[src/rtl/cdc_handshake_tx_pkg.sv]
// Shared types and helpers for the source end of the 4-phase req/ack CDC.
package cdc_handshake_tx_pkg;

  // Handshake phases; the unused encoding 2'd3 recovers to IDLE.
  typedef enum logic [1:0] {
    IDLE    = 2'd0,
    REQ     = 2'd1,
    RELEASE = 2'd2
  } state_e;

  // Timeout counter width; at least one bit so a disabled timeout still elaborates.
  function automatic int unsigned cnt_width(input int unsigned timeout_cyc);
    if (timeout_cyc == 0) return 1;
    return $clog2(timeout_cyc + 1);
  endfunction

endpackage

[src/rtl/cdc_handshake_tx_if.sv]
// Valid/ready word input plus req/ack crossing signals of the CDC transmitter.
interface cdc_handshake_tx_if #(
  parameter int DATA_W = 8
);
  logic              i_valid;
  logic              o_ready;
  logic [DATA_W-1:0] i_data;
  logic              o_req;
  logic [DATA_W-1:0] o_data;
  logic              i_ack;
  logic              o_done;
  logic              o_timeout;
  logic              o_busy;

  // Transmitter side.
  modport slave (
    input  i_valid, i_data, i_ack,
    output o_ready, o_req, o_data, o_done, o_timeout, o_busy
  );

  // Word source / far-end side.
  modport master (
    output i_valid, i_data, i_ack,
    input  o_ready, o_req, o_data, o_done, o_timeout, o_busy
  );
endinterface

[src/rtl/cdc_handshake_tx_sync.sv]
// Single-bit multi-flop synchroniser with asynchronous active-low reset.
module cdc_sync_ar #(
  parameter int STAGES = 3
) (
  input  logic clock,
  input  logic i_nrst,
  input  logic i_d,
  output logic o_q
);

  logic [STAGES-1:0] r_chain;

  // Shift the asynchronous input through the chain; last stage is the safe copy.
  always_ff @(posedge clock or negedge i_nrst) begin
    if (!i_nrst) begin
      r_chain <= '0;
    end else begin
      r_chain <= {r_chain[STAGES-2:0], i_d};
    end
  end

  assign o_q = r_chain[STAGES-1];

endmodule

[src/rtl/cdc_handshake_tx.sv]
// Source end of a 4-phase req/ack clock-domain crossing: latches a word,
// raises a level request and waits for the synchronised acknowledge.
module cdc_handshake_tx
  import cdc_handshake_tx_pkg::*;
#(
  parameter int DATA_W      = 8,
  parameter int SYNC_STAGES = 3,
  parameter int TIMEOUT_CYC = 1024
) (
  input  logic                clock,
  input  logic                i_nrst,
  cdc_handshake_tx_if.slave   bus
);

  localparam int unsigned      CNT_W    = cnt_width(TIMEOUT_CYC);
  localparam bit               TO_EN    = (TIMEOUT_CYC != 0);
  localparam logic [CNT_W-1:0] CNT_LAST = TO_EN ? CNT_W'(TIMEOUT_CYC - 1) : '0;
  localparam logic [CNT_W-1:0] CNT_MAX  = '1;

  state_e            r_state;
  logic              r_req;
  logic [DATA_W-1:0] r_data;
  logic              r_done;
  logic              r_timeout;
  logic              r_abort;
  logic [CNT_W-1:0]  r_cnt;

  logic              w_ack_s;
  logic              w_ready;

  cdc_sync_ar #(
    .STAGES (SYNC_STAGES)
  ) u_ack_sync (
    .clock  (clock),
    .i_nrst (i_nrst),
    .i_d    (bus.i_ack),
    .o_q    (w_ack_s)
  );

  // A spurious ack seen while idle blocks new words until it falls.
  assign w_ready = (r_state == IDLE) && !w_ack_s;

  // Handshake FSM with registered request, data, counter and pulse outputs.
  always_ff @(posedge clock or negedge i_nrst) begin
    if (!i_nrst) begin
      r_state   <= IDLE;
      r_req     <= 1'b0;
      r_data    <= '0;
      r_done    <= 1'b0;
      r_timeout <= 1'b0;
      r_abort   <= 1'b0;
      r_cnt     <= '0;
    end else begin
      r_done    <= 1'b0;
      r_timeout <= 1'b0;
      case (r_state)
        IDLE: begin
          if (bus.i_valid && w_ready) begin
            r_data  <= bus.i_data;
            r_req   <= 1'b1;
            r_cnt   <= '0;
            r_state <= REQ;
          end
        end
        REQ: begin
          if (r_cnt != CNT_MAX) r_cnt <= r_cnt + 1'b1;
          // Ack has priority over a timeout expiring in the same cycle.
          if (w_ack_s) begin
            r_req   <= 1'b0;
            r_state <= RELEASE;
          end else if (TO_EN && (r_cnt == CNT_LAST)) begin
            r_req     <= 1'b0;
            r_timeout <= 1'b1;
            r_abort   <= 1'b1;
            r_state   <= RELEASE;
          end
        end
        RELEASE: begin
          if (!w_ack_s) begin
            r_done  <= !r_abort;
            r_abort <= 1'b0;
            r_state <= IDLE;
          end
        end
        default: begin
          r_req   <= 1'b0;
          r_abort <= 1'b0;
          r_state <= IDLE;
        end
      endcase
    end
  end

  assign bus.o_ready   = w_ready;
  assign bus.o_req     = r_req;
  assign bus.o_data    = r_data;
  assign bus.o_done    = r_done;
  assign bus.o_timeout = r_timeout;
  assign bus.o_busy    = (r_state != IDLE);

endmodule

[src/flat_wrapper.sv]
// flat-port wrapper written by rule: the top's interface ports become plain ports
module cdc_handshake_tx_flat import cdc_handshake_tx_pkg::*;
#(
  parameter int DATA_W      = 8,
  parameter int SYNC_STAGES = 3,
  parameter int TIMEOUT_CYC = 1024
)
  (clock, i_nrst, bus_i_valid, bus_i_data, bus_i_ack, bus_o_ready, bus_o_req, bus_o_data, bus_o_done, bus_o_timeout, bus_o_busy);
  cdc_handshake_tx_if #(.DATA_W(DATA_W)) bus_i ();
  input  logic clock;
  input  logic i_nrst;
  input wire logic [$bits(bus_i.i_valid)-1:0] bus_i_valid;
  input wire logic [$bits(bus_i.i_data)-1:0] bus_i_data;
  input wire logic [$bits(bus_i.i_ack)-1:0] bus_i_ack;
  output wire logic [$bits(bus_i.o_ready)-1:0] bus_o_ready;
  output wire logic [$bits(bus_i.o_req)-1:0] bus_o_req;
  output wire logic [$bits(bus_i.o_data)-1:0] bus_o_data;
  output wire logic [$bits(bus_i.o_done)-1:0] bus_o_done;
  output wire logic [$bits(bus_i.o_timeout)-1:0] bus_o_timeout;
  output wire logic [$bits(bus_i.o_busy)-1:0] bus_o_busy;
  assign bus_i.i_valid = bus_i_valid;
  assign bus_i.i_data = bus_i_data;
  assign bus_i.i_ack = bus_i_ack;
  assign bus_o_ready = bus_i.o_ready;
  assign bus_o_req = bus_i.o_req;
  assign bus_o_data = bus_i.o_data;
  assign bus_o_done = bus_i.o_done;
  assign bus_o_timeout = bus_i.o_timeout;
  assign bus_o_busy = bus_i.o_busy;
  cdc_handshake_tx #(.DATA_W(DATA_W), .SYNC_STAGES(SYNC_STAGES), .TIMEOUT_CYC(TIMEOUT_CYC)) u_core (.clock(clock), .i_nrst(i_nrst), .bus(bus_i));
endmodule
[config.mk]
export PLATFORM = sky130hd
export DESIGN_NAME = cdc_handshake_tx_flat
export DESIGN_NICKNAME = d
export VERILOG_FILES = /design/src/rtl/cdc_handshake_tx_pkg.sv /design/src/rtl/cdc_handshake_tx_if.sv /design/src/rtl/cdc_handshake_tx_sync.sv /design/src/rtl/cdc_handshake_tx.sv /design/src/flat_wrapper.sv
export SDC_FILE = /design/constraint.sdc
export NUM_CORES = 1
export LEC_CHECK = 0
export ABC_CLOCK_PERIOD_IN_PS = 2400
export BUFFER_PORTS_ARGS = -buffer_cell sky130_fd_sc_hd__clkbuf_2
export CAP_MARGIN = 20
export CELL_PAD_IN_SITES_DETAIL_PLACEMENT = 1
export CELL_PAD_IN_SITES_GLOBAL_PLACEMENT = 1
export CORE_ASPECT_RATIO = 0.8
export CORE_MARGIN = 8
export CORE_UTILIZATION = 44
export CTS_BUF_LIST = sky130_fd_sc_hd__clkbuf_8
export DETAILED_ROUTE_END_ITERATION = 8
export PLACE_DENSITY = 0.81
export SETUP_SLACK_MARGIN = 0.2
export SLEW_MARGIN = 20
export SYNTH_ARGS = -nofsm -noshare
export SYNTH_HDL_FRONTEND = slang
export SYNTH_SLANG_ARGS = --single-unit
export TNS_END_PERCENT = 20
[constraint.sdc]
create_clock -name clock -period 2.4 [get_ports clock]
set_clock_uncertainty 0.2 [all_clocks]
set_input_delay 0.24 -clock clock [delete_from_list [all_inputs] [get_ports clock]]
set_output_delay 0.24 -clock clock [all_outputs]
set_load 0.01 [all_outputs]
# Word-level counts from Yosys, hierarchy flattened

Cells that the tools add are included.

Reductions and logical operators: 12
Magnitude comparators: 0
Shift-type cells: 0
Div/mod/pow operators: 0
Bitwise operators: 2
Muxes and demuxes: 21
$add $sub $neg: 1
$mul: 0
Equal/unequal tests: 10

Operator list:

| cell                                                  | number |
|---|---|
| two-way mux 11 bit                                    | 2 |
| case mux 11 bit (2 select lines)                      | 1 |
| adder 11 x 1 -> 11 bit, second input constant         | 1 |
| == test 11 x 10 -> 1 bit, second input constant       | 1 |
| two-way mux 1 bit                                     | 11 |
| inequality test 11 bit, second input constant         | 1 |
| AND reduction 3 bit                                   | 3 |
| two-way mux 2 bit                                     | 4 |
| inequality test 2 bit, second input constant          | 3 |
| case mux 1 bit (3 select lines)                       | 2 |
| case mux 2 bit (3 select lines)                       | 1 |
| inequality test 2 x 1 -> 1 bit, second input constant | 2 |
| AND reduction 4 bit                                   | 1 |
| nonzero test 2 bit                                    | 2 |
| inequality test 3 x 2 -> 1 bit, second input constant | 1 |
| == test 2 x 1 -> 1 bit, second input constant         | 1 |
| == test 2 bit, second input constant                  | 1 |
| logical AND 1 bit                                     | 2 |
| logical NOT 1 bit                                     | 2 |
| logical NOT 2 bit                                     | 1 |
| NOT 1 bit                                             | 2 |
| AND reduction 2 bit                                   | 1 |

Input bits: 12
Bits in writable memories: 0
Bits in latches: 0
Output and inout port bits: 13
Memories: 0
Flip-flop bits (word level): 28
Word-level logic and storage cells: 54
ROM bits: 0

# Logic depth before layout (Yosys ltp)

Depth in word-level cells: 5
Mapped depth: 6
Depth with buffers taken out: 5

# Modules after synthesis

Synthesis repeated with hierarchy kept, for this count alone.

Cells, all modules: 114
Area, all modules: 1291.2 µm²

Modules (own cells, without submodules):

| module           | sequential area each (µm²) | area an instance (µm²) | instances | cells each |
|---|---|---|---|---|
| cdc_handshake_tx | 625.6                      | 1216.2                 | 1         | 111 |
| cdc_sync_ar      | 75.1                       | 75.1                   | 1         | 3 |

# Worst setup path before layout

No wires, ideal clock.

Path type: register -> register
From: register u_core.r_cnt[0]
To: register u_core.r_req (netlist: u_core.bus.o_req)
Arrival: 1.628 ns
Path slack: 0.445 ns
Setup time: 0.126 ns
Clock period less this slack: 1.955 ns
Cell stages (with the launch flop): 7
Path buffers: 1
Data required time: 2.074 ns
Path through: dfrtp_1 > ha_1 > and3_4 > nand3_2 > or3_1 > buf_2 > a311o_1

Word-level cells in the longest chain between the ends: 3

Ends and longest elaborated chain:

| element                                  | line                   | text |
|---|---|---|
| start, declared                          | cdc_handshake_tx.sv:26 | `logic [CNT_W-1:0] r_cnt;` |
| start signal, assigned                   | cdc_handshake_tx.sv:66 | `if (r_cnt != CNT_MAX) r_cnt <= r_cnt + 1'b1;` |
| == test 11 x 10 -> 1 bit                 | cdc_handshake_tx.sv:71 | `end else if (TO_EN && (r_cnt == CNT_LAST)) begin` |
| inequality test 3 x 2 -> 1 bit (no line) | n/a                    |  |
| AND reduction 3 bit (no line)            | n/a                    |  |
| end signal, assigned                     | cdc_handshake_tx.sv:69 | `r_req <= 1'b0;` |
| end signal, assigned                     | cdc_handshake_tx.sv:72 | `r_req <= 1'b0;` |
| end signal, assigned                     | cdc_handshake_tx.sv:86 | `r_req <= 1'b0;` |
| end, declared                            | cdc_handshake_tx.sv:21 | `logic r_req;` |

Every way passes these cells.
A chain may end at the register's enable or synchronous reset.

# Final worst setup path

Same ends and word-level chain as after synthesis.

==> run_summary.xml <==
<?xml version="1.0" encoding="UTF-8"?>
<metrics>
  <group name="floorplan">
    <metric name="fp.coreArea" unit="sq um">2740</metric>
    <metric name="die_span_x" unit="microns">75.7</metric>
    <metric name="die_h" unit="microns">63.7</metric>
    <metric name="rows" unit="">17</metric>
    <metric name="ios" unit="">25</metric>
    <metric name="die-area" unit="sq um">4820</metric>
    <metric name="initial_utilization" unit="%">45.6</metric>
  </group>
  <group name="sta">
    <metric name="rsz_0062_raised_after_global_routing" unit="">false</metric>
    <metric name="fin_tns_setup" unit="ns">0</metric>
    <metric name="setup_slack" unit="ns">0.319</metric>
    <metric name="worst_slew_pin_slew" unit="ns">0.700</metric>
    <metric name="fin_crit_sh" unit="%">86.7</metric>
    <metric name="timing.max_slew.rel_slack" unit="%">53.3</metric>
    <metric name="report.final.setup_viol" unit="">0</metric>
    <metric name="finalMaxSlewViolations" unit="">0</metric>
    <metric name="finalWorstPathRequiredPeriod" unit="ns">2.08</metric>
    <metric name="timing_hold_violations_final" unit="">0</metric>
    <metric name="fmax" unit="MHz">481</metric>
  </group>
  <group name="yosys">
    <metric name="synth_xor_area_share" unit="%">0</metric>
    <metric name="syn_area_per_cell" unit="sq um">11.1</metric>
    <metric name="fraction_of_the_mapped_netlist_area_in_simple_logic_gates" unit="%">19.0</metric>
    <metric name="synthDominantAreaCellType" unit="">dfrtp_1</metric>
    <metric name="ys_async_rst_share" unit="%">100</metric>
    <metric name="synth.top_cell.area_share" unit="%">55.9</metric>
    <metric name="synth.lib_cells_used.distinct" unit="">37</metric>
    <metric name="synth-seq-cells" unit="">28</metric>
    <metric name="syn-num-nets" unit="">126</metric>
    <metric name="yosysSeqAreaShare" unit="%">55.9</metric>
    <metric name="postSynth.topFlopCell" unit="">dfrtp_1</metric>
    <metric name="post_synth_fa_ha_maj_area_fraction" unit="%">0.999</metric>
    <metric name="synthTopCellsByArea" unit="">dfrtp_1 56%, mux2_2 7.2%, nor2b_1 2.5%</metric>
    <metric name="synth.mux.area_fraction" unit="%">7.99</metric>
    <metric name="synth_cells" unit="">113</metric>
    <metric name="synth_enable_flop_cells" unit="">0</metric>
    <metric name="synth.cell_area" unit="sq um">1250</metric>
    <metric name="ys_warn_count" unit="">0</metric>
    <metric name="fraction_of_the_mapped_netlist_area_in_compound_gates" unit="%">13.1</metric>
    <metric name="combinational_family_with_the_most_area_after_synthesis" unit="">simple AND/OR/NAND/NOR gates</metric>
  </group>
  <group name="worst_setup_path">
    <metric name="critPathMaxFanout" unit="">6</metric>
    <metric name="worst_setup_ep_type" unit="">register</metric>
    <metric name="reg2regPathDepth" unit="">5</metric>
    <metric name="timing_worst_setup_path_type" unit="">register to register</metric>
    <metric name="setup.worst_path.start_class" unit="">register</metric>
    <metric name="arrival_time_of_data_at_the_critical_path_endpoint" unit="ns">2.05</metric>
    <metric name="required" unit="ns">2.37</metric>
    <metric name="crit-reg2reg-launch" unit="">u_core.r_cnt[0]$_DFFE_PN0P_</metric>
    <metric name="critical_path.reg2reg.endpoint" unit="">u_core.bus.o_req$_DFFE_PN0P_</metric>
    <metric name="r2r_slack" unit="ns">0.32</metric>
  </group>
  <group name="run">
    <metric name="max_cap_viol_count" unit="">0</metric>
  </group>
  <group name="detailed_routing">
    <metric name="vias_per_cell" unit="">5.46</metric>
    <metric name="dr.pass1.iters" unit="">4</metric>
    <metric name="drt_wl_cell" unit="microns">19.7</metric>
    <metric name="drc" unit="">0</metric>
    <metric name="detail_route.iter0.violations" unit="">31</metric>
    <metric name="antenna_violating_nets_post_route" unit="">0</metric>
    <metric name="detail_route.wirelength" unit="mm">3.58</metric>
    <metric name="routed-via-count" unit="">994</metric>
  </group>
  <group name="clock_tree">
    <metric name="clock_slew_seen_by_the_registers_of_the_worst_setup_and_hold_paths" unit="ns">0.09</metric>
    <metric name="cts-root-to-sink-buffers" unit="">2</metric>
    <metric name="clkSinkCount" unit="">28</metric>
    <metric name="cts_post_setup_buffers_inserted" unit="">0</metric>
    <metric name="cts-buffers-inserted" unit="">3</metric>
    <metric name="cts_tree" unit="">done</metric>
    <metric name="h_tree_depth" unit="">1</metric>
    <metric name="clkLatencyLatePin" unit="ns">0.27</metric>
    <metric name="cts-root-buf" unit="">clkbuf_8</metric>
  </group>
  <group name="final_layout">
    <metric name="area_occupied_by_multi_input_gates" unit="sq um">523</metric>
    <metric name="nFillCells" unit="">301</metric>
    <metric name="layoutNonFillerInstCount" unit="">182</metric>
    <metric name="num_antenna_cells" unit="">0</metric>
    <metric name="area_delta_synth_final" unit="%">23.7</metric>
    <metric name="finalNetCount" unit="">158</metric>
    <metric name="layout-drive-gt1-share" unit="%">31.9</metric>
    <metric name="layout.area.seq" unit="sq um">701</metric>
  </group>
  <group name="pwr">
    <metric name="ir_worst_vdd" unit="mV">0.369</metric>
    <metric name="power_density" unit="nW/um^2">841</metric>
    <metric name="leakage" unit="nW">0.688</metric>
  </group>
  <group name="place">
    <metric name="detailed_place_hpwl" unit="mm">2.51</metric>
    <metric name="routability_cong" unit="">0.900</metric>
    <metric name="numPlacedInstances" unit="">170</metric>
    <metric name="io_buffers" unit="">24</metric>
    <metric name="dp_slack" unit="ns">0.328</metric>
  </group>
  <group name="grt">
    <metric name="vias_in_the_first_global_route" unit="">1116</metric>
    <metric name="grt_first_pass_wirelength" unit="mm">5.93</metric>
    <metric name="gr-usage-all-layers" unit="%">16.3</metric>
    <metric name="antenna_found_initial" unit="">0</metric>
    <metric name="grt_overflow" unit="">0</metric>
    <metric name="grt_start_max_net_pins" unit="">29</metric>
  </group>
  <group name="worst_hold_path">
    <metric name="timing.hold.worst.start" unit="">bus_i_data[3]</metric>
    <metric name="hold-path-cell-count" unit="">2</metric>
    <metric name="holdPathEnd" unit="">u_core.bus.o_data[3]$_DFFE_PN0P_</metric>
    <metric name="timing.hold.worst.class" unit="">input port to register</metric>
  </group>
  <group name="outcome">
    <metric name="outcome" unit="">complete, no violations</metric>
  </group>
</metrics>
[state kept, by name, summed over array words and instances, names as in the netlist]
register,count
u_core.bus.o_done,1
u_core.bus.o_req,1
u_core.r_abort,1
u_core.r_state,2
u_core.bus.o_data,8
u_core.u_ack_sync.r_chain,3
u_core.bus.o_timeout,1
u_core.r_cnt,11
[per-stage QoR]
stage               cell area [sq um]  power (mW)  util [%]  hold slack [ns]
floorplan                        1250       0.847         -           -0.256
global placement                 1410       0.967      51.4            0.103
detailed placement               1410        1.00      51.4            0.113
CTS                              1550        1.31      56.4          0.00645
global route                     1550        1.37      56.5           0.0271
finish                           1550        1.30      56.5          0.00989
[timing repair]
action                                 CTS  global route
setup endpoints to repair                0             2
hold buffers                             8             0
gates resized for setup                  0             1
endpoints found under the hold margin   35             0
[area by class of cell]
class,count,share of cell area [%]
sequential,28,45.2
multi-input combinational,76,33.8
timing repair buffer,34,13.9
clock buffer,4,3.55
tap,38,3.07
inverter,2,0.485
[cells by family (layout without fill, tap and decap cells)]
kind of cell | Yosys count | count (layout)
buffers and inverters | 9 | 40
muxes | 9 | 9
adders and majority gates | 1 | 1
and+or+nand+nor | 42 | 42
AOI/OAI and AO/OA | 24 | 24
DFF | 28 | 28
[critical path, cell delays in order (launching register included)]
cell and delay, ns:
dfrtp_1 0.39, ha_2 0.24, and3_4 0.22, nand3_2 0.08, or3_1 0.46, a311o_1 0.38
[layer usage]
layer / global-route usage [%] / vias up / wire (microns) / part of all wire, %
met5: 0 / - / 0 / 0
met4: 3.59 / 0 / 27 / 0.75
met3: 4.42 / 4 / 128 / 3.6
met2: 29.9 / 14 / 1990 / 56
met1: 18.0 / 503 / 1440 / 40
li1: - / 473 / - / -
[power breakdown]
group	internal, mW	switching (mW)	total [mW]
clock network	0.147	0.144	0.291
logic	0.163	0.181	0.344
registers	0.569	0.100	0.669
total	0.879	0.424	1.30
[worst max-delay path by stage]
stage | slack (ns) | start | depth (start not counted) | to
2_1_floorplan | 0.45 | u_core.r_cnt[0]$_DFFE_PN0P_ | 6 | u_core.bus.o_req$_DFFE_PN0P_
3_3_place_gp | 0.43 | u_core.r_cnt[0]$_DFFE_PN0P_ | 5 | u_core.bus.o_req$_DFFE_PN0P_
3_5_place_dp | 0.33 | u_core.r_cnt[0]$_DFFE_PN0P_ | 5 | u_core.bus.o_req$_DFFE_PN0P_
4_1_cts | 0.29 | u_core.r_cnt[0]$_DFFE_PN0P_ | 5 | u_core.r_cnt[8]$_DFFE_PN0P_
5_1_grt | 0.25 | u_core.r_cnt[0]$_DFFE_PN0P_ | 5 | u_core.bus.o_req$_DFFE_PN0P_
6_report | 0.32 | u_core.r_cnt[0]$_DFFE_PN0P_ | 5 | u_core.bus.o_req$_DFFE_PN0P_
[Yosys cell counts, types with 2 or more instances]
library cell and number:
and3_1 2, clkbuf_1 4, nor3_1 3, mux2_2 8, o21ai_0 6, nor2_1 5
buf_2 3, nand2_1 8, and2_1 2, nor4_1 2, a21oi_1 4, a221o_1 2
nand2b_1 2, inv_1 2, dfrtp_1 28, a31oi_1 3, nand3_1 5, nor2b_1 5
[cell usage in the layout (no fill, tap or decap), types with 3 or more instances in the layout]
master         instances
nand3_1                5
o21ai_0                6
nor2b_1                5
a21oi_1                4
nor3_1                 3
a31oi_1                3
dfrtp_1               28
nor2_1                 5
nand2_1                8
clkbuf_2              24
clkbuf_8               4
mux2_2                 8
dlygate4sd3_1          8
Note: power is estimated with default switching activity, not from simulation.
